`src/rtl/alu_arbiter_if.sv`:
```
// alu_arbiter_if: request, ALU and response channels of the ALU arbiter.
// The "slave" modport is the arbiter's view; "master" is the surrounding
// system (requesters, the combinational ALU and the response consumer).
interface alu_arbiter_if #(
    parameter int BW   = 16,
    parameter int NREQ = 4
);
    localparam int IDW = $clog2(NREQ);

    // Request channel, one slot per requester (packed by requester index)
    logic [NREQ-1:0]      req_valid;
    logic [NREQ-1:0]      req_ready;
    logic [NREQ*3-1:0]    req_opcode;
    logic [NREQ*BW-1:0]   req_a;
    logic [NREQ*BW-1:0]   req_b;
    logic [NREQ-1:0]      req_lock;

    // ALU side: operands out, result and {overflow,negative,zero} back
    logic [BW-1:0]        alu_a;
    logic [BW-1:0]        alu_b;
    logic [2:0]           alu_opcode;
    logic [BW-1:0]        alu_out;
    logic [2:0]           alu_flags;

    // Tagged response channel
    logic                 rsp_valid;
    logic                 rsp_ready;
    logic [IDW-1:0]       rsp_id;
    logic [BW-1:0]        rsp_data;
    logic [2:0]           rsp_flags;

    modport slave (
        input  req_valid, req_opcode, req_a, req_b, req_lock,
        input  alu_out, alu_flags, rsp_ready,
        output req_ready, alu_a, alu_b, alu_opcode,
        output rsp_valid, rsp_id, rsp_data, rsp_flags
    );

    modport master (
        output req_valid, req_opcode, req_a, req_b, req_lock,
        output alu_out, alu_flags, rsp_ready,
        input  req_ready, alu_a, alu_b, alu_opcode,
        input  rsp_valid, rsp_id, rsp_data, rsp_flags
    );
endinterface

```
`src/rtl/alu_arbiter.sv`:
```
// alu_arbiter: shares one combinational ALU among NREQ requesters.
// Round-robin grant into an issue register that drives the ALU, then a
// response register that captures the ALU result with the requester id.
// Optional feature macro: ALU_ARB_LOCK_EN (grant lock for atomic sequences).
//
// Handshake semantics (both channels): a transfer happens on a rising edge
// where valid and ready are both high. Senders hold valid and payload stable
// until the transfer; ready may depend combinationally on valid, so a sender
// must never derive its valid from ready.
module alu_arbiter #(
    parameter int BW   = 16,
    parameter int NREQ = 4
) (
    input logic          clk,
    input logic          rst,
    alu_arbiter_if.slave bus
);
    localparam int IDW = $clog2(NREQ);
    localparam logic [IDW-1:0] LAST_ID = IDW'(NREQ - 1);

    // Issue stage (drives the ALU)
    logic           iss_valid;
    logic [IDW-1:0] iss_id;
    logic [2:0]     iss_op;
    logic [BW-1:0]  iss_a;
    logic [BW-1:0]  iss_b;

    // Response stage
    logic           rsp_valid_q;
    logic [IDW-1:0] rsp_id_q;
    logic [BW-1:0]  rsp_data_q;
    logic [2:0]     rsp_flags_q;

    // Last granted requester; the search starts one past it
    logic [IDW-1:0] ptr;

    logic           adv_rsp;
    logic           adv_iss;
    logic [NREQ-1:0] eligible;
    logic           grant_found;
    logic [IDW-1:0] grant_id;
    logic [IDW-1:0] cand;
    logic           handshake;

    // Response stage may load when empty or being drained; the issue stage
    // may load when empty or when its op can move on this same edge.
    assign adv_rsp   = !rsp_valid_q || bus.rsp_ready;
    assign adv_iss   = !iss_valid || adv_rsp;
    assign handshake = adv_iss && grant_found;

`ifdef ALU_ARB_LOCK_EN
    logic           locked;
    logic [IDW-1:0] lock_id;

    // While a lock is held only the owner can be considered for a grant
    always_comb begin
        eligible = bus.req_valid;
        if (locked) begin
            eligible          = '0;
            eligible[lock_id] = bus.req_valid[lock_id];
        end
    end

    // Every accepted op sets or clears the lock according to its req_lock bit
    always_ff @(posedge clk or posedge rst) begin
        if (rst) begin
            locked  <= 1'b0;
            lock_id <= '0;
        end else if (handshake) begin
            locked  <= bus.req_lock[grant_id];
            lock_id <= grant_id;
        end
    end
`else
    logic unused_lock;
    assign unused_lock = ^bus.req_lock;
    assign eligible    = bus.req_valid;
`endif

    // Round-robin search: first eligible requester after ptr, wrapping
    always_comb begin
        grant_found = 1'b0;
        grant_id    = '0;
        cand        = '0;
        for (int k = 1; k <= NREQ; k++) begin
            cand = IDW'((int'(ptr) + k) % NREQ);
            if (!grant_found && eligible[cand]) begin
                grant_found = 1'b1;
                grant_id    = cand;
            end
        end
    end

    // One-hot accept toward the winner, only when the issue stage can load
    always_comb begin
        bus.req_ready = '0;
        if (!rst && handshake) begin
            bus.req_ready[grant_id] = 1'b1;
        end
    end

    // Issue register: captures the granted op; holds contents when empty
    always_ff @(posedge clk or posedge rst) begin
        if (rst) begin
            iss_valid <= 1'b0;
            iss_id    <= '0;
            iss_op    <= '0;
            iss_a     <= '0;
            iss_b     <= '0;
            ptr       <= LAST_ID;
        end else if (adv_iss) begin
            iss_valid <= grant_found;
            if (grant_found) begin
                iss_id <= grant_id;
                iss_op <= bus.req_opcode[3*grant_id +: 3];
                iss_a  <= bus.req_a[BW*grant_id +: BW];
                iss_b  <= bus.req_b[BW*grant_id +: BW];
                ptr    <= grant_id;
            end
        end
    end

    // Response register: takes the ALU result of the op in the issue stage
    always_ff @(posedge clk or posedge rst) begin
        if (rst) begin
            rsp_valid_q <= 1'b0;
            rsp_id_q    <= '0;
            rsp_data_q  <= '0;
            rsp_flags_q <= '0;
        end else if (adv_rsp) begin
            rsp_valid_q <= iss_valid;
            if (iss_valid) begin
                rsp_id_q    <= iss_id;
                rsp_data_q  <= bus.alu_out;
                rsp_flags_q <= bus.alu_flags;
            end
        end
    end

    assign bus.alu_a      = iss_a;
    assign bus.alu_b      = iss_b;
    assign bus.alu_opcode = iss_op;
    assign bus.rsp_valid  = rsp_valid_q;
    assign bus.rsp_id     = rsp_id_q;
    assign bus.rsp_data   = rsp_data_q;
    assign bus.rsp_flags  = rsp_flags_q;
endmodule
```
`src/flat_wrapper.sv`:
```
// flat-port wrapper written by rule: the top's interface ports become plain ports
module alu_arbiter_flat 
#(
    parameter int BW   = 16,
    parameter int NREQ = 4
)
  (clk, rst, bus_req_valid, bus_req_opcode, bus_req_a, bus_req_b, bus_req_lock, bus_alu_out, bus_alu_flags, bus_rsp_ready, bus_req_ready, bus_alu_a, bus_alu_b, bus_alu_opcode, bus_rsp_valid, bus_rsp_id, bus_rsp_data, bus_rsp_flags);
  alu_arbiter_if #(.BW(BW), .NREQ(NREQ)) bus_i ();
  input logic clk;
  input logic rst;
  input wire logic [$bits(bus_i.req_valid)-1:0] bus_req_valid;
  input wire logic [$bits(bus_i.req_opcode)-1:0] bus_req_opcode;
  input wire logic [$bits(bus_i.req_a)-1:0] bus_req_a;
  input wire logic [$bits(bus_i.req_b)-1:0] bus_req_b;
  input wire logic [$bits(bus_i.req_lock)-1:0] bus_req_lock;
  input wire logic [$bits(bus_i.alu_out)-1:0] bus_alu_out;
  input wire logic [$bits(bus_i.alu_flags)-1:0] bus_alu_flags;
  input wire logic [$bits(bus_i.rsp_ready)-1:0] bus_rsp_ready;
  output wire logic [$bits(bus_i.req_ready)-1:0] bus_req_ready;
  output wire logic [$bits(bus_i.alu_a)-1:0] bus_alu_a;
  output wire logic [$bits(bus_i.alu_b)-1:0] bus_alu_b;
  output wire logic [$bits(bus_i.alu_opcode)-1:0] bus_alu_opcode;
  output wire logic [$bits(bus_i.rsp_valid)-1:0] bus_rsp_valid;
  output wire logic [$bits(bus_i.rsp_id)-1:0] bus_rsp_id;
  output wire logic [$bits(bus_i.rsp_data)-1:0] bus_rsp_data;
  output wire logic [$bits(bus_i.rsp_flags)-1:0] bus_rsp_flags;
  assign bus_i.req_valid = bus_req_valid;
  assign bus_i.req_opcode = bus_req_opcode;
  assign bus_i.req_a = bus_req_a;
  assign bus_i.req_b = bus_req_b;
  assign bus_i.req_lock = bus_req_lock;
  assign bus_i.alu_out = bus_alu_out;
  assign bus_i.alu_flags = bus_alu_flags;
  assign bus_i.rsp_ready = bus_rsp_ready;
  assign bus_req_ready = bus_i.req_ready;
  assign bus_alu_a = bus_i.alu_a;
  assign bus_alu_b = bus_i.alu_b;
  assign bus_alu_opcode = bus_i.alu_opcode;
  assign bus_rsp_valid = bus_i.rsp_valid;
  assign bus_rsp_id = bus_i.rsp_id;
  assign bus_rsp_data = bus_i.rsp_data;
  assign bus_rsp_flags = bus_i.rsp_flags;
  alu_arbiter #(.BW(BW), .NREQ(NREQ)) u_core (.clk(clk), .rst(rst), .bus(bus_i));
endmodule
```
`config.mk`:
```
export PLATFORM = sky130hd
export DESIGN_NAME = alu_arbiter_flat
export DESIGN_NICKNAME = d
export VERILOG_FILES = /design/src/rtl/alu_arbiter_if.sv /design/src/rtl/alu_arbiter.sv /design/src/flat_wrapper.sv
export SDC_FILE = /design/constraint.sdc
export NUM_CORES = 1
export LEC_CHECK = 0
export BUFFER_PORTS_ARGS = -buffer_cell sky130_fd_sc_hd__clkbuf_2
export CAP_MARGIN = 0
export CORE_MARGIN = 2
export CORE_UTILIZATION = 45
export CTS_CLUSTER_SIZE = 24
export DETAILED_ROUTE_END_ITERATION = 8
export GPL_TIMING_DRIVEN = 0
export PLACE_DENSITY_LB_ADDON = 0.3
export SYNTH_ARGS = -nofsm -noshare
export SYNTH_HDL_FRONTEND = slang
export SYNTH_SLANG_ARGS = --single-unit
```
`constraint.sdc`:
```
create_clock -name clk -period 5.7 [get_ports clk]
set_input_delay 0.57 -clock clk [delete_from_list [all_inputs] [get_ports clk]]
set_output_delay 0.57 -clock clk [all_outputs]
set_load 0.05 [all_outputs]
```
Word level (Yosys, flattened, before mapping)

Index checks and enable logic that the tools add are counted.

Flip-flop bits (word level): 62
Input port bits: 170
Output and inout bits: 61
Word-level logic and storage cells: 59

Add/sub/neg operators: 4
Multipliers: 1
Magnitude comparators: 6
Shift operators: 3
Muxes and demuxes: 19
Reduce and logical (&&, ||, !) cells: 16

Operators by type and width:

| cell                                                                  | number |
|---|---|
| 64-bit by 7-bit variable part select with 16-bit output               | 2 |
| 2-bit by 3-bit < comparator with 1-bit output, second input constant  | 5 |
| 12-bit by 5-bit variable part select with 3-bit output                | 1 |
| 1-bit 2-to-1 mux                                                      | 9 |
| 1-bit binary-select mux with 2-bit select                             | 4 |
| 2-bit 2-to-1 mux                                                      | 4 |
| 1-bit logical AND                                                     | 6 |
| 1-bit zero test                                                       | 6 |
| 2-bit by 1-bit adder with 2-bit output, second input constant         | 2 |
| 2-bit adder, second input constant                                    | 2 |
| 2-bit by 2-bit multiplier with 4-bit output, first input constant     | 1 |
| 4-bit 2-to-1 mux                                                      | 1 |
| 2-bit AND reduction                                                   | 2 |
| 1-bit demux with 2-bit select                                         | 1 |
| 2-bit by 1-bit >= comparator with 1-bit output, second input constant | 1 |
| 1-bit logical OR                                                      | 2 |

Depth between registers and ports, before layout

Depth after elaboration: 18
Mapped depth: 8

Least setup slack after synthesis

No wires, ideal clock.

Path type: input-to-output
Start: in rst
End: out bus_req_ready[0]
Arrival: 2552 ps
Slack: 2578 ps
Stages on the path: 2
Cells stage by stage: inv_1 -> and3_1

Word-level cells in the longest chain between the ends: 3

Ends and longest elaborated chain:

| item              | RTL line           | text |
|---|---|---|
| start, declared   | flat_wrapper.sv:10 | `input logic rst;` |
| 1-bit zero test   | alu_arbiter.sv:97  | `if (!rst && handshake) begin` |
| 1-bit logical AND | alu_arbiter.sv:97  |  |
| 4-bit 2-to-1 mux  | alu_arbiter.sv:97  |  |
| end, declared     | flat_wrapper.sv:19 | `output wire logic [$bits(bus_i.req_ready)-1:0] bus_req_ready;` |

Every way passes these cells.

Worst setup path in the final report

Start: reg u_core.ptr[0]
End: out bus_req_ready[3]

Word-level cells in the longest chain between the ends: 18

Ends and longest elaborated chain:

| item                                                                                                                                  | RTL line           | text |
|---|---|---|
| start, declared                                                                                                                       | alu_arbiter.sv:35  | `logic [IDW-1:0] ptr;` |
| start signal, assigned                                                                                                                | alu_arbiter.sv:118 | `ptr <= grant_id;` |
| 2-bit by 1-bit adder with 2-bit output                                                                                                | alu_arbiter.sv:86  | `cand = IDW'((int'(ptr) + k) % NREQ);` |
| 1-bit binary-select mux with 2-bit select                                                                                             | alu_arbiter.sv:87  | `if (!grant_found && eligible[cand]) begin` |
| 1-bit 2-to-1 mux (implied by the code)                                                                                                | alu_arbiter.sv:87  |  |
| 1-bit 2-to-1 mux                                                                                                                      | alu_arbiter.sv:87  |  |
| 1-bit zero test                                                                                                                       | alu_arbiter.sv:87  |  |
| 1-bit logical AND                                                                                                                     | alu_arbiter.sv:87  |  |
| 1-bit 2-to-1 mux                                                                                                                      | alu_arbiter.sv:87  |  |
| 1-bit zero test                                                                                                                       | alu_arbiter.sv:87  |  |
| (+2 left out)                                                                                                                         | --                 |  |
| 1-bit zero test                                                                                                                       | alu_arbiter.sv:87  |  |
| 1-bit logical AND                                                                                                                     | alu_arbiter.sv:87  |  |
| 2-bit 2-to-1 mux                                                                                                                      | alu_arbiter.sv:87  |  |
| 2-bit by 3-bit < comparator with 1-bit output (implied by the code) or 2-bit by 1-bit >= comparator with 1-bit output (tied branches) | alu_arbiter.sv:98  | `bus.req_ready[grant_id] = 1'b1;` |
| 1-bit logical AND (implied by the code)                                                                                               | alu_arbiter.sv:98  |  |
| 1-bit 2-to-1 mux (implied by the code)                                                                                                | alu_arbiter.sv:98  |  |
| 1-bit demux with 2-bit select                                                                                                         | --                 |  |
| 4-bit 2-to-1 mux (*)                                                                                                                  | alu_arbiter.sv:97  |  |

Every way passes the cells marked *; elsewhere a longest branch is shown, timed or not. The select of a mux whose other input is x is not followed.

==> results.json <==
{
  "status": "finished clean",
  "synth_ff_type": "dfrtp_1",
  "dpl.hpwl_um": 9400,
  "synth_commonest_cells": "nand2_1, dfrtp_1, nor2_1",
  "slew_headroom_pct": 40.4,
  "timing.final.crit_share_pct": 59.5,
  "yosysTopAreaCell": "dfrtp_1",
  "clockPowerShare_pct": 21.1,
  "r2r-start": "u_core.ptr[0]",
  "grt_pass1_wl_um": 18400,
  "cap_violations": 0,
  "hold_path.class": "in -> async",
  "die_height_um": 93.9,
  "r2r_end": "u_core.bus.alu_b[3]",
  "crit_top_cell": "clkbuf_2",
  "cts_made_buffers": 9,
  "path_clk_slew_ps": 80,
  "synth.area.top_cells": "dfrtp_1, mux2_2, mux2_4, nand2_1, a22oi_1",
  "p_seq_share_pct": 30.4,
  "slowest_delay_ps": 560,
  "avgRoutedWirePerCell_um": 16.9,
  "synth_top_area_share_pct": 41.3,
  "routed_wl_um": 12100,
  "synth_nets": 545,
  "clock_latency_ps": 340,
  "cts.sinks": 62,
  "drive_above_1_share_pct": 50.8,
  "start_util_pct": 46.8,
  "cts_tree": "yes",
  "grt_pass1_vias": 3814,
  "cp_top_family": "buffers and inverters",
  "worst-setup-path-type": "reg -> out",
  "max_freq_mhz": 295,
  "dieArea_um2": 8820,
  "syn_area_um2": 3640,
  "grt_remaining_overflow": 0,
  "async_flop_share_pct": 100,
  "start_kind": "flop",
  "swShare_pct": 44.7,
  "viasPerCell": 5.34,
  "ctsResizeCount": 0,
  "grt_util_all_layers_pct": 27.5,
  "ys_types": 35,
  "routabilityCongestion": 0.837,
  "grt_start_max_net_pins": 26,
  "avgSynthCellArea_um2": 9.70,
  "ys_seq_area_share_pct": 42.7,
  "critPathRequiredTime_ps": 5130,
  "post_cts_buffers": 0,
  "tns_ps": 0,
  "syn_to_final_growth_pct": 41.2,
  "power.share.combinational_pct": 48.6,
  "power_leakage_nw": 2.61,
  "worst_pin_slew_ps": 894,
  "drc": 0,
  "r2r_slack_ps": 3220,
  "setup_viol": 0,
  "p_int_w": 0.00106,
  "core_um2": 7770,
  "fin_crit_ps": 3390,
  "cp.arrival_ps": 2820,
  "post-route-util_pct": 66.1,
  "n_antenna_cell": 0,
  "ir_drop_mv": 0.152,
  "cts_max_path_buffers": 2,
  "r2r_cells": 7,
  "drt.antenna.violating_nets": 0,
  "antenna_found_initial": 0,
  "nets": 781,
  "io_buffers": 223,
  "crit_path_end_kind": "output pin",
  "slew_violations": 0,
  "worst-path-buf-inv": 3,
  "io_pins": 231,
  "power.density_nw_per_um2": 373,
  "routed-via-count": 3835,
  "dieWidth_um": 93.9,
  "cts_root_buf": "clkbuf_8",
  "hold_violations": 0,
  "grt_setup_unrepaired": "false",
  "htreeDepth": 3,
  "drt-initial-drc-count": 155,
  "path_cells": "clkbuf_2, nand2b_1, a211oi_1, nor2_1, clkbuf_1, and3_1, clkbuf_2",
  "synth_warnings": 0,
  "synth_edf_count": 0,
  "cp_slowest_cell": "clkbuf_1",
  "first_pass_iters": 5,
  "cp_max_fo": 10,
  "p_switching_w": 0.000855,
  "ys_ff_latch": 62,
  "yosysMostFrequentCell": "nand2_1",
  "cts_hold_buf": 0,
  "num_rows": 32,
  "syn_inst": 375,
  "fin_skew_ps": 13.2
}
[power groups by stage]
stage	Clock [W]	Sequential, W	Combinational, W
finish	0.000403	0.000581	0.000930
global route	0.000431	0.000593	0.000988
CTS	0.000410	0.000581	0.000933
detailed placement	0	0.000588	0.000932
global placement	0	0.000584	0.000913
floorplan	0	0.000885	0.000375
[worst max path at each step]
stage | startpoint | to | cells past startpoint
final | u_core.ptr[0] | bus_req_ready[3] | 7
after global routing | u_core.ptr[1] | bus_req_ready[3] | 7
after CTS | u_core.ptr[1] | bus_req_ready[3] | 7
after detailed placement | bus_req_valid[2] | bus_req_ready[2] | 6
after global placement | rst | bus_req_ready[2] | 4
after floorplan | rst | bus_req_ready[0] | 2
[placed cells by master, fill, tap and decap left out, types with 2 or more instances in the layout]
cell type / instances
a21oi_1: 4
a22oi_1: 36
a31oi_1: 35
and3_1: 4
buf_1: 2
buf_2: 5
buf_4: 3
buf_6: 6
clkbuf_1: 13
clkbuf_2: 225
clkbuf_8: 10
clkinvlp_4: 3
dfrtp_1: 60
dfstp_2: 2
inv_1: 3
mux2_1: 8
mux2_2: 27
mux2_4: 20
nand2_1: 75
nand2b_1: 4
nor2_1: 43
nor2b_1: 3
o21ai_0: 5
[area by class of cell]
cell class	count	area, µm²
clock inverter	6	70.1
inverter	4	15.0
multi-input combinational	278	1890
tap	102	128
fill	709	2630
clock buffer	10	138
timing repair buffer	225	1160
sequential	62	1550
buffer	31	181
[stage by stage]
| stage | setup WS, ps | power [W] | instance area, µm² | cells | hold WS (ps) |
|---|---|---|---|---|---|
| finish | 2310 | 0.00191 | 5140 | 718 | 210 |
| global route | 2150 | 0.00201 | 5140 | 718 | 232 |
| CTS | 2340 | 0.00192 | 5140 | 718 | 212 |
| detailed placement | 2410 | 0.00152 | 4930 | 702 | 494 |
| global placement | 1990 | 0.00150 | 4880 | 700 | 465 |
| floorplan | 2580 | 0.00126 | 3640 | 375 | 480 |
[cell families after synthesis]
kind of cell / synth area share, %
and+or+nand+nor: 15.5
AOI/OAI and AO/OA: 17.3
DFF: 42.7
muxes: 19.1
buffers and inverters: 5.40
[registers in the layout, summed over array words and instances, names as in the netlist, 2 cells and up]
name / cells
u_core.bus.alu_b: 16
u_core.ptr: 2
u_core.bus.rsp_id: 2
u_core.bus.alu_opcode: 3
u_core.bus.rsp_data: 16
u_core.bus.alu_a: 16
u_core.bus.rsp_flags: 3
u_core.iss_id: 2
[metal layers]
layer,part of all wire (%),global-route usage [%]
met1,37,31.8
met2,52,50.4
met3,9.2,5.22
met4,1.7,9.42
met5,0,0
Note: power is estimated with default switching activity, not from simulation.
